### src/rtl/alu_sequencer_pkg.sv
// Shared definitions for the ALU sequencer: opcodes and FSM state encodings.
package alu_sequencer_pkg;

    // Instruction opcodes carried in the top two bits of instr
    localparam logic [1:0] OP_MV  = 2'b00;
    localparam logic [1:0] OP_MVI = 2'b01;
    localparam logic [1:0] OP_ADD = 2'b10;
    localparam logic [1:0] OP_UNA = 2'b11;

    // Sequencer state encodings
    localparam logic [1:0] S_IDLE   = 2'b00;
    localparam logic [1:0] S_LOAD_A = 2'b01;
    localparam logic [1:0] S_EXEC   = 2'b10;
    localparam logic [1:0] S_WRITE  = 2'b11;

    // MV and MVI skip the ALU and go straight to write-back
    function automatic logic is_single_cycle(input logic [1:0] op);
        return (op == OP_MV) || (op == OP_MVI);
    endfunction

endpackage

### src/rtl/alu_sequencer_reg_file.sv
// Register file for the ALU sequencer: NREGS x WIDTH entries, one synchronous
// write port, three combinational read ports, cleared asynchronously on resetn.
module alu_sequencer_reg_file #(
    parameter int WIDTH = 16,
    parameter int NREGS = 8,
    parameter int REGW  = 3
) (
    input  logic             clock,
    input  logic             resetn,
    input  logic             we,
    input  logic [REGW-1:0]  waddr,
    input  logic [WIDTH-1:0] wdata,
    input  logic [REGW-1:0]  raddr_x,
    input  logic [REGW-1:0]  raddr_y,
    input  logic [REGW-1:0]  raddr_dbg,
    output logic [WIDTH-1:0] rdata_x,
    output logic [WIDTH-1:0] rdata_y,
    output logic [WIDTH-1:0] rdata_dbg
);

    logic [WIDTH-1:0] regs [NREGS];

    // Clear every entry on reset, otherwise write one entry when enabled
    always_ff @(posedge clock or negedge resetn) begin
        if (!resetn) begin
            for (int i = 0; i < NREGS; i++) begin
                regs[i] <= '0;
            end
        end else if (we) begin
            regs[waddr] <= wdata;
        end
    end

    assign rdata_x   = regs[raddr_x];
    assign rdata_y   = regs[raddr_y];
    assign rdata_dbg = regs[raddr_dbg];

endmodule

### src/rtl/alu_sequencer.sv
// Multi-cycle controller that sequences the shared ALU and owns the register file.
// One instruction per handshake; MV/MVI take one clock to write back, ADD/UNA
// take three (load A, capture ALU result into G, write back).
module alu_sequencer
    import alu_sequencer_pkg::*;
#(
    parameter int WIDTH = 16,
    parameter int NREGS = 8,
    parameter int REGW  = 3
) (
    input  logic                  clock,
    input  logic                  resetn,
    input  logic                  instr_valid,
    output logic                  instr_ready,
    input  logic [2+2*REGW-1:0]   instr,
    input  logic [WIDTH-1:0]      imm,
    output logic [WIDTH-1:0]      alu_a,
    output logic [WIDTH-1:0]      alu_b,
    output logic                  alu_op,
    input  logic [WIDTH-1:0]      alu_result,
    output logic                  busy,
    output logic                  done,
    input  logic [REGW-1:0]       rd_sel,
    output logic [WIDTH-1:0]      rd_data
);

    logic [1:0]       state;
    logic [1:0]       op_q;
    logic [REGW-1:0]  rx_q;
    logic [REGW-1:0]  ry_q;
    logic [WIDTH-1:0] imm_q;
    logic [WIDTH-1:0] a_q;
    logic [WIDTH-1:0] g_q;

    logic [1:0]       instr_op;
    logic [REGW-1:0]  instr_rx;
    logic [REGW-1:0]  instr_ry;

    logic [WIDTH-1:0] rx_data;
    logic [WIDTH-1:0] ry_data;
    logic             wr_en;
    logic [WIDTH-1:0] wr_data;

    assign instr_op = instr[2+2*REGW-1 -: 2];
    assign instr_rx = instr[2*REGW-1 -: REGW];
    assign instr_ry = instr[REGW-1:0];

    // Sequencer FSM plus the instruction, A and G latches
    always_ff @(posedge clock or negedge resetn) begin
        if (!resetn) begin
            state <= S_IDLE;
            op_q  <= '0;
            rx_q  <= '0;
            ry_q  <= '0;
            imm_q <= '0;
            a_q   <= '0;
            g_q   <= '0;
        end else begin
            case (state)
                S_IDLE: begin
                    if (instr_valid) begin
                        op_q  <= instr_op;
                        rx_q  <= instr_rx;
                        ry_q  <= instr_ry;
                        imm_q <= imm;
                        state <= is_single_cycle(instr_op) ? S_WRITE : S_LOAD_A;
                    end
                end
                S_LOAD_A: begin
                    a_q   <= rx_data;
                    state <= S_EXEC;
                end
                S_EXEC: begin
                    g_q   <= alu_result;
                    state <= S_WRITE;
                end
                default: begin
                    state <= S_IDLE;
                end
            endcase
        end
    end

    // Pick the write-back source for the instruction in flight
    always_comb begin
        wr_data = g_q;
        case (op_q)
            OP_MV:   wr_data = ry_data;
            OP_MVI:  wr_data = imm_q;
            default: wr_data = g_q;
        endcase
    end

    assign wr_en       = (state == S_WRITE);
    assign instr_ready = (state == S_IDLE);
    assign busy        = (state != S_IDLE);
    assign done        = (state == S_WRITE);
    assign alu_a       = a_q;
    assign alu_b       = ry_data;
    assign alu_op      = (op_q == OP_ADD);

    alu_sequencer_reg_file #(
        .WIDTH (WIDTH),
        .NREGS (NREGS),
        .REGW  (REGW)
    ) u_reg_file (
        .clock     (clock),
        .resetn    (resetn),
        .we        (wr_en),
        .waddr     (rx_q),
        .wdata     (wr_data),
        .raddr_x   (rx_q),
        .raddr_y   (ry_q),
        .raddr_dbg (rd_sel),
        .rdata_x   (rx_data),
        .rdata_y   (ry_data),
        .rdata_dbg (rd_data)
    );

endmodule

### config.mk
export PLATFORM = sky130hd
export DESIGN_NAME = alu_sequencer
export DESIGN_NICKNAME = d
export VERILOG_FILES = /design/src/rtl/alu_sequencer_pkg.sv /design/src/rtl/alu_sequencer_reg_file.sv /design/src/rtl/alu_sequencer.sv
export SDC_FILE = /design/constraint.sdc
export NUM_CORES = 1
export LEC_CHECK = 0
export CAP_MARGIN = 10
export CORE_UTILIZATION = 50
export DETAILED_ROUTE_END_ITERATION = 16
export PLACE_DENSITY = 0.73
export SLEW_MARGIN = 10
export SYNTH_ARGS = -nofsm -noshare
export SYNTH_HDL_FRONTEND = slang
export SYNTH_SLANG_ARGS = --single-unit
### constraint.sdc
create_clock -name clock -period 3.6 [get_ports clock]
set_input_delay 0.72 -clock clock [delete_from_list [all_inputs] [get_ports clock]]
set_output_delay 0.72 -clock clock [all_outputs]
set_load 0.03 [all_outputs]
---- Word-level counts from Yosys, hierarchy flattened ----
Index checks and enable logic that the tools add are counted.
word-level totals
  input port bits ......................... 46
  output and inout port bits .............. 52
  bits in registers ....................... 186
  logic and storage cells ................. 52
cells by class
  bitwise logic cells ..................... 3
  order comparisons ....................... 4
  multiplexer cells ....................... 16
  reduce and logical (&&, ||, !) cells .... 7
  equal/unequal tests ..................... 7
operator list
  cell                                                        count
  binary-select mux 16 bit (select 3 bit)                     3
  bitwise mux 128 bit                                         1
  2-to-1 mux 16 bit                                           7
  demux 16 bit (select 3 bit)                                 1
  case mux 16 bit (2 select lines)                            1
  >= comparator 4 bit, second input constant                  3
  inverter 3 -> 4 bit                                         3
  == test 2 x 1 -> 1 bit, second input constant               3
  == test 2 bit, second input constant                        3
  zero test 2 bit                                             3
  case mux 2 bit (3 select lines)                             1
  less-than comparator 4 x 1 -> 1 bit, second input constant  1
  2-to-1 mux 2 bit                                            2
  inequality test 2 bit, second input constant                1
  AND reduction 2 bit                                         1
  nonzero test 2 bit                                          1
  logical AND 1 bit                                           1
  logical OR 1 bit                                            1

---- Longest topological paths before layout ----
  word-level depth ........................ 6
  gate-level depth with buffers ........... 7
  depth with buffers taken out ............ 5

---- Hierarchy ----
Synthesis repeated with hierarchy kept, for this count alone.
unflattened totals
  cell total of the unflattened synthesis .. 640
  area total of the unflattened synthesis .. 10,741.6 um^2
modules (own cells, without submodules)
  module                  area an instance (um^2)  cells an instance  times used  sequential area each (um^2)
  alu_sequencer_reg_file  8,062.7                  450                1           3,203.1
  alu_sequencer           2,678.8                  190                1           1,451.4

---- Worst setup path after synthesis ----
Ideal clock, no wire load.
  kind .................................... input port to output port
  from .................................... input rd_sel[0]
  to ...................................... output rd_data[6]
  slack ................................... 496 ps
  required time ........................... 2,880 ps
  arrival ................................. 2,384 ps
  path buffers ............................ 2
  stages .................................. 4
  cells stage by stage .................... clkbuf_1 > buf_1 > mux4_2 > mux2_2
on the way
  cells in the longest elaborated chain, start to end .. 4
RTL lines
  item                                                  line                          RTL
  start, declared                                       alu_sequencer.sv:23           input logic [REGW-1:0] rd_sel,
  inverter 3 -> 4 bit (implied by the code)             alu_sequencer_reg_file.sv:36  assign rdata_dbg = regs[raddr_dbg];
  binary-select mux 16 bit (select 3 bit)               alu_sequencer_reg_file.sv:36
  2-to-1 mux 16 bit (implied by the code) (2 in a row)  alu_sequencer_reg_file.sv:36
  end, declared                                         alu_sequencer.sv:24           output logic [WIDTH-1:0] rd_data
Every way passes these cells. The select of a mux whose other input is x is not followed.

---- Final worst setup path ----
  from .................................... register ry_q[0]
  to ...................................... output alu_b[5]
on the way
  cells in the longest elaborated chain, start to end .. 4
RTL lines
  item                                                  line                          RTL
  start, declared                                       alu_sequencer.sv:30           logic [REGW-1:0] ry_q;
  start signal, assigned                                alu_sequencer.sv:64           ry_q <= instr_ry;
  inverter 3 -> 4 bit (implied by the code)             alu_sequencer_reg_file.sv:35  assign rdata_y = regs[raddr_y];
  binary-select mux 16 bit (select 3 bit)               alu_sequencer_reg_file.sv:35
  2-to-1 mux 16 bit (implied by the code) (2 in a row)  alu_sequencer_reg_file.sv:35
  end, declared                                         alu_sequencer.sv:18           output logic [WIDTH-1:0] alu_b,
Every way passes these cells. The select of a mux whose other input is x is not followed.

==> summary.md <==
| Metric | Value |
|---|---|
| Status | `finished, final reports clean` |
| EDFF count, synth | `0` |
| Clk_lat worst skew | `440 ps` |
| Max VDD drop | `0.725 mV` |
| Post-Route WL | `around 28 mm` |
| Setup TNS | `0 ps` |
| CP Class | `reg2out` |
| Final net count | `~980` |
| Final hold vios | `0` |
| Hold Buf Count CTS | `0` |
| Gr ovfl total | `0` |
| Worst R2R End | `u_reg_file.regs[112]$_DFFE_PN0P_` |
| Fin. max-slew vios | `0` |
| N_diodes | `0` |
| Port-buffer cells | `slightly below 100` |
| Placed insts | `about 1,200` |
| Sequential-to-total area share from yosys stat | `between 40% and 50%` |
| Global-route wire length before repair | `43.6 mm` |
| Max-cap viol count | `0` |
| Post-CTS Resized | `0` |
| Clk pwr share | `14.1%` |
| Leakage | `between 4 and 5 nW` |
| Area of the multi-input gates | `0.00494 mm^2` |
| Core box area | `0.0194 mm^2` |
| CTS max path bufs | `2` |
| Slew margin rel. | `between 20% and 30%` |
| Die extent in y | `143 um` |
| Num CTS Buffers | `17` |
| Worst-path maximum fanout | `9` |
| Synth unique cells | `38` |
| Pin count of the biggest net entering global routing | `67` |
| Row count | `51` |
| RR Startpoint | `rx_q[2]$_DFFE_PN0P_` |
| Clk_skew | `between 8 and 9 ps` |
| Drt initial violations | `between 800 and 900` |
| Htree depth | `4` |
| Residual DRC count | `0` |
| IO Count | `98` |
| CP endpoint kind | `primary output` |
| FILL cells | `1,561` |
| # Post-CTS Setup Buffers | `0` |
| Register-to-register setup slack | `950 ps` |
| #FFs+latches synth | `roughly 190` |
| Pwr dens | `1170 mW/mm^2` |
| Logic gate share of total power | `a little over half` |
| DR pass1 iterations | `8` |
| Final worst path period share | `95.4%` |
| Initial antenna violation count | `0` |
| Reg2reg path depth | `5` |
| Post-layout util | `61.7%` |
| Yosys warnings | `0` |
| Total Routing Usage GR | `between 20% and 30%` |
| Synth Area per Inst | `approximately 12 um^2` |
| Full die area | `0.0203 mm^2` |
| Number of global-route vias before repair | `between 7,000 and 8,000` |
| Cell Count, Final, Fillers Out | `1,207` |
| NetSw | `5.99 mW` |
| Die Wd | `143 um` |
| Hold_ws | `270 ps` |
| Crit path DAT | `2710 ps` |
| Synth Cell Area | `0.00988 mm^2` |
| Synth Flop Type | `dfrtp_1` |
| Flip-flop and latch area | `0.00466 mm^2` |
| Average routed wire per standard cell | `approximately 23 um` |
| DRT antenna net count | `0` |
| Clock Sinks | `186` |
| Worst hold path type | `in2async` |
| Syn Inst Count | `830` |
| Tmin final | `3430 ps` |
| CP startpoint kind | `flop` |
| Final setup fails | `0` |
| Area Growth Syn to Fin | `21.1%` |
| Max Freq | `just under 300 MHz` |
| Total vias in the final route | `7,812` |
| Share of cells above drive strength 1 | `a little over a quarter` |
| RSZ-0062 raised after global routing | `false` |
| CTS root buffer | `clkbuf_16` |
| Post-Syn Nets | `881` |
| Cell internal pwr | `7.96 mW` |
| GPL Wtd Cong | `approximately 0.88` |
| Vias per inst | `6.47` |
| Asr flop ratio synth | `100%` |
| Starting density of the core | `around half` |
| DP Wirelength | `about 18 mm` |
| Required @ worst endpoint | `2880 ps` |
| Sequential Power Share | `31.1%` |
| Worst-Margin Slew | `1140 ps` |
| Worst-path clk slew | `70 ps` |
| Sw Share | `42.9%` |
| CTS tree | `yes` |
==> flip-flops by register name, summed over array words and instances (netlist names) <==
register,flops
alu_a,16
g_q,16
imm_q,16
op_q,2
rx_q,3
ry_q,3
state,2
u_reg_file.regs,128
==> synthesized netlist by cell type, types with 2 or more instances <==
cell type | n | area [um^2]
o2bb2ai_1 | 2 | 17.5
and2_1 | 6 | 37.5
nor2b_1 | 5 | 31.3
o21a_1 | 6 | 45.0
inv_1 | 6 | 22.5
mux4_2 | 65 | 1460
a21oi_1 | 97 | 485
mux2_2 | 76 | 856
mux4_1 | 5 | 131
a31oi_1 | 42 | 263
clkbuf_1 | 56 | 210
mux2_4 | 3 | 45.0
a222oi_1 | 11 | 110
nand3_1 | 5 | 25.0
ha_1 | 5 | 62.6
mux2i_1 | 33 | 330
nor2_1 | 151 | 567
nand2b_1 | 3 | 18.8
nand2_1 | 3 | 11.3
a22oi_1 | 23 | 173
dfrtp_1 | 186 | 4650
buf_1 | 8 | 30.0
nor3_1 | 2 | 10.0
o221ai_1 | 6 | 52.6
a221oi_1 | 12 | 105
==> cells by family after synthesis <==
family / after synthesis / synth area share (%)
and+or+nand+nor: 177 / 7.23
AOI/OAI and AO/OA: 206 / 13.2
buffers and inverters: 74 / 3.18
adders and majority gates: 5 / 0.633
DFF: 186 / 47.1
muxes: 182 / 28.6
==> cell usage in the layout (no fill, tap or decap), types with 3 or more instances in the layout <==
cell type	instances
dfrtp_1	185
nor2_1	145
a21oi_1	97
clkdlybuf4s50_1	83
mux2_2	76
mux4_2	65
buf_4	57
a31oi_1	42
mux2i_1	33
a22oi_1	23
clkbuf_16	17
a221oi_1	12
a222oi_1	11
and2_1	6
inv_1	6
o221ai_1	6
o21a_1	6
nor2_2	6
buf_12	6
nor2b_1	5
mux4_1	5
nand3_1	5
ha_1	5
bufinv_16	4
mux2_4	3
nand2_1	3
nand2b_1	3
clkinv_2	3
clkinvlp_4	3
==> per-stage QoR <==
| step | power, mW | cell area (um^2) | setup WS (ps) |
|---|---|---|---|
| after floorplan | 9.14 | 9880 | 496 |
| after global placement | 11.6 | 11300 | 290 |
| after detailed placement | 11.8 | 11300 | 260 |
| after CTS | 13.9 | 12000 | 44.3 |
| after global routing | 14.7 | 12000 | 74.7 |
| final | 13.9 | 12000 | 165 |
==> power groups by stage <==
stage          Sequential [mW]  Combinational (mW)  Clock, mW
4_1_cts                   4.28                7.58       1.99
6_report                  4.33                7.64       1.97
3_3_place_gp              4.25                7.37          0
3_5_place_dp              4.30                7.51          0
2_1_floorplan             4.01                5.13          0
5_1_grt                   4.46                8.13       2.07
==> worst max-delay path by stage <==
stage / startpoint / end / slack [ps] / cells past startpoint
detailed placement: rd_sel[1] / rd_data[5] / 260 / 5
floorplan: rd_sel[0] / rd_data[6] / 500 / 4
global route: ry_q[0]$_DFFE_PN0P_ / alu_b[6] / 70 / 6
finish: ry_q[0]$_DFFE_PN0P_ / alu_b[5] / 170 / 4
global placement: rd_sel[1] / rd_data[5] / 290 / 5
CTS: ry_q[0]$_DFFE_PN0P_ / alu_b[0] / 40 / 6
==> per-layer routing <==
layer	wire length, um	global-route usage, %	vias up
met5	0	0	-
met2	12700	43.4	459
met1	11900	42.0	3951
li1	-	-	3351
met3	2460	5.65	51
met4	606	9.73	0
==> worst max-delay path, stage by stage (launching register included) <==
cell and delay (ps):
dfrtp_4 560, buf_4 190, mux4_1 580, mux2_2 340
clkdlybuf4s50_1 600
==> layout make-up <==
class                           count  area share (%)
Clock buffer                       19            3.62
Clock inverter                     12            1.46
Inverter                            6           0.188
Multi-Input combinational cell    570            41.3
Sequential cell                   186            38.9
Tap cell                          265            2.77
Timing Repair Buffer              149            11.8
(Power assumes the default switching activity.)
==> edit, RTL diff (same flow settings) <==
`REGW` is set to 3 in 2 places; all go to 5.
--- a/src/rtl/alu_sequencer_reg_file.sv
+++ b/src/rtl/alu_sequencer_reg_file.sv
@@ -3,7 +3,7 @@
 module alu_sequencer_reg_file #(
     parameter int WIDTH = 16,
     parameter int NREGS = 8,
-    parameter int REGW  = 3
+    parameter int REGW  = 5
 ) (
     input  logic             clock,
     input  logic             resetn,
--- a/src/rtl/alu_sequencer.sv
+++ b/src/rtl/alu_sequencer.sv
@@ -6,7 +6,7 @@
 #(
     parameter int WIDTH = 16,
     parameter int NREGS = 8,
-    parameter int REGW  = 3
+    parameter int REGW  = 5
 ) (
     input  logic                  clock,
     input  logic                  resetn,
Ports: changed (resized instr and rd_sel); port bits go from 98 to 104. The function was not compared with the original's and may differ.
==> edit against the original RTL <==
The run now ends with design-rule violations left; count of clock-buffer cells in the layout up 2; sequential cell count up 2; first-iteration DRC count up 5.9%; area after synthesis up 8.4%; critical path depth up 1; wire length up 7.4%; combinational power down 30%; final area up 4.5%; worst setup slack worse by 0.021 ns; sequential share of layout area down 1.3 points; die area up 8.3%; power down 22%; non-clock buffer count down 20; maximum frequency down 0.61%; critical path type unchanged; largest cell class unchanged.
==> edit: results <==
group,metric,value,unit
clocking,cts-buffers-inserted,17,
timing,finalClockSkew,0.00844,ns
die,start_util,51.0,%
clocking,root_buffer,"clkbuf_16",
yosys,ys_seq_area_share,43.9,%
cells_and_area,nNetsFinal,954,
cells_and_area,largest_register_ffs,128,
outcome,status,"finished, violations left",
yosys,synth_common_cells,"188 x dfrtp_1, 135 x nand2_1, 110 x o221ai_1",
power_and_ir_drop,p_leak,5.07,nW
power_and_ir_drop,ir_worst_vdd,0.434,mV
routing,routedWlPerCell,25.1,um
critical_path,cp.arrival,2.74,ns
routing,drtPass1Iterations,12,
routing,vias,8005,
place,placed_cell_area,11900,um^2
critical_path,path_max_fanout,33,
min_path,hold_class,"input port to async pin",
place,hpwl,18400,um
global_route,grt_pass1_vias,8127,
global_route,grt_pass1_wl,46600,um
yosys,synth.distinct_cells,36,
routing,drtIter0Drc,938,
yosys,synthFlopType,"dfrtp_1",
outcome,violations,"design-rule violations",
critical_path,r2r_cells,5,
timing,tightest_slew,1.20,ns
cells_and_area,regMostFlops,"u_reg_file.regs",
clocking,htreeDepth,4,
global_route,track_usage,28.5,%
cells_and_area,drive_gt1_share,29.7,%
routing,drc,2,
yosys,synth.net_count,883,
global_route,grt_max_degree,76,
yosys,ys_warn_count,0,
flow_run,max-cap-violations,0,
place,portBuffers,99,
place,place.gp.congestion,0.830,
global_route,antenna_found_initial,0,
yosys,synthArstFlopShare,100,%
yosys,synthTopCellsByArea,"dfrtp_1 44%, mux4_2 20%, o221ai_1 9.0%, mux2_2 6.2%, nand2_1 4.7%",
-- edit: cell count changes in the layout (fill, tap and decap cells not counted), moves of 12 or more --
| cell | unedited run | this run |
|---|---|---|
| nor2_1 | 145 | 27 |
| inv_1 | 6 | 19 |
| mux2i_4 | 0 | 15 |
| a31oi_1 | 42 | 4 |
| buf_4 | 57 | 42 |
| nand2_1 | 3 | 135 |
| mux2i_1 | 33 | 17 |
| a221oi_1 | 12 | 0 |
| mux2_2 | 76 | 59 |
| mux4_2 | 65 | 96 |
| o221ai_1 | 6 | 110 |
| a21oi_1 | 97 | 27 |
-- edit: cell type report --
type,instances,area (um^2)
Fill cell,1656,8520
Multi-Input combinational cell,542,5580
Sequential cell,188,4710
Timing Repair Buffer,129,1220
Clock buffer,21,470
Tap cell,275,344
Clock inverter,11,109
Inverter,19,71.3
-- edit: path summary, 6_finish.rpt --
kind                                 startpoint                               to  slack [ns]
min in group clock         imm_q[1]$_DFFE_PN0P_             imm_q[1]$_DFFE_PN0P_        0.51
min                                      resetn              g_q[14]$_DFFE_PN0P_        0.31
min reg2reg                imm_q[1]$_DFFE_PN0P_             imm_q[1]$_DFFE_PN0P_        0.51
max in group asynchronous                resetn  u_reg_file.regs[46]$_DFFE_PN0P_        2.34
max                         ry_q[0]$_DFFE_PN0P_                         alu_b[4]        0.14
max reg2reg                 rx_q[1]$_DFFE_PN0P_  u_reg_file.regs[11]$_DFFE_PN0P_        0.89
-- edit: logic make-up (layout without fill, tap and decap cells) --
family | Yosys count | after routing | synth area share [%]
buffers and inverters | 96 | 180 | 4.01
adders and majority gates | 5 | 5 | 0.584
and+or+nand+nor | 182 | 182 | 7.22
muxes | 187 | 187 | 31.1
DFF | 188 | 188 | 43.9
AOI/OAI and AO/OA | 168 | 168 | 13.2
-- edit: per-layer routing --
metal	track usage [%]	share of wire, %	vias to the layer above
met3	6.32	9.1	80
met2	45.1	48	471
li1	-	-	3396
met4	11.1	2.5	0
met1	38.4	40	4058
met5	0	0	-
-- edit: critical path: cells and delay by family (launching register included) --
kind / cells / cell delay [ns]
flops: 1 / 0.37
mux: 2 / 0.91
buf+inv: 3 / 0.99
-- edit: through the flow --
stage | utilization [%] | std cells | setup WS, ns | power [mW] | hold WS (ns)
after floorplan | - | 826 | 0.772 | 7.36 | 0.424
after global placement | 56.7 | 1153 | 0.575 | 8.81 | 0.490
after detailed placement | 56.7 | 1153 | 0.563 | 8.95 | 0.494
after CTS | 59.5 | 1185 | 0.129 | 10.8 | 0.346
after global routing | 59.5 | 1185 | 0.0366 | 11.4 | 0.376
final | 59.5 | 1185 | 0.144 | 10.9 | 0.313
-- edit: where the power goes --
part | internal (mW) | switching [mW]
sequential | 2.88 | 0.768
clock | 1.02 | 0.863
combinational | 2.43 | 2.92
total | 6.33 | 4.55
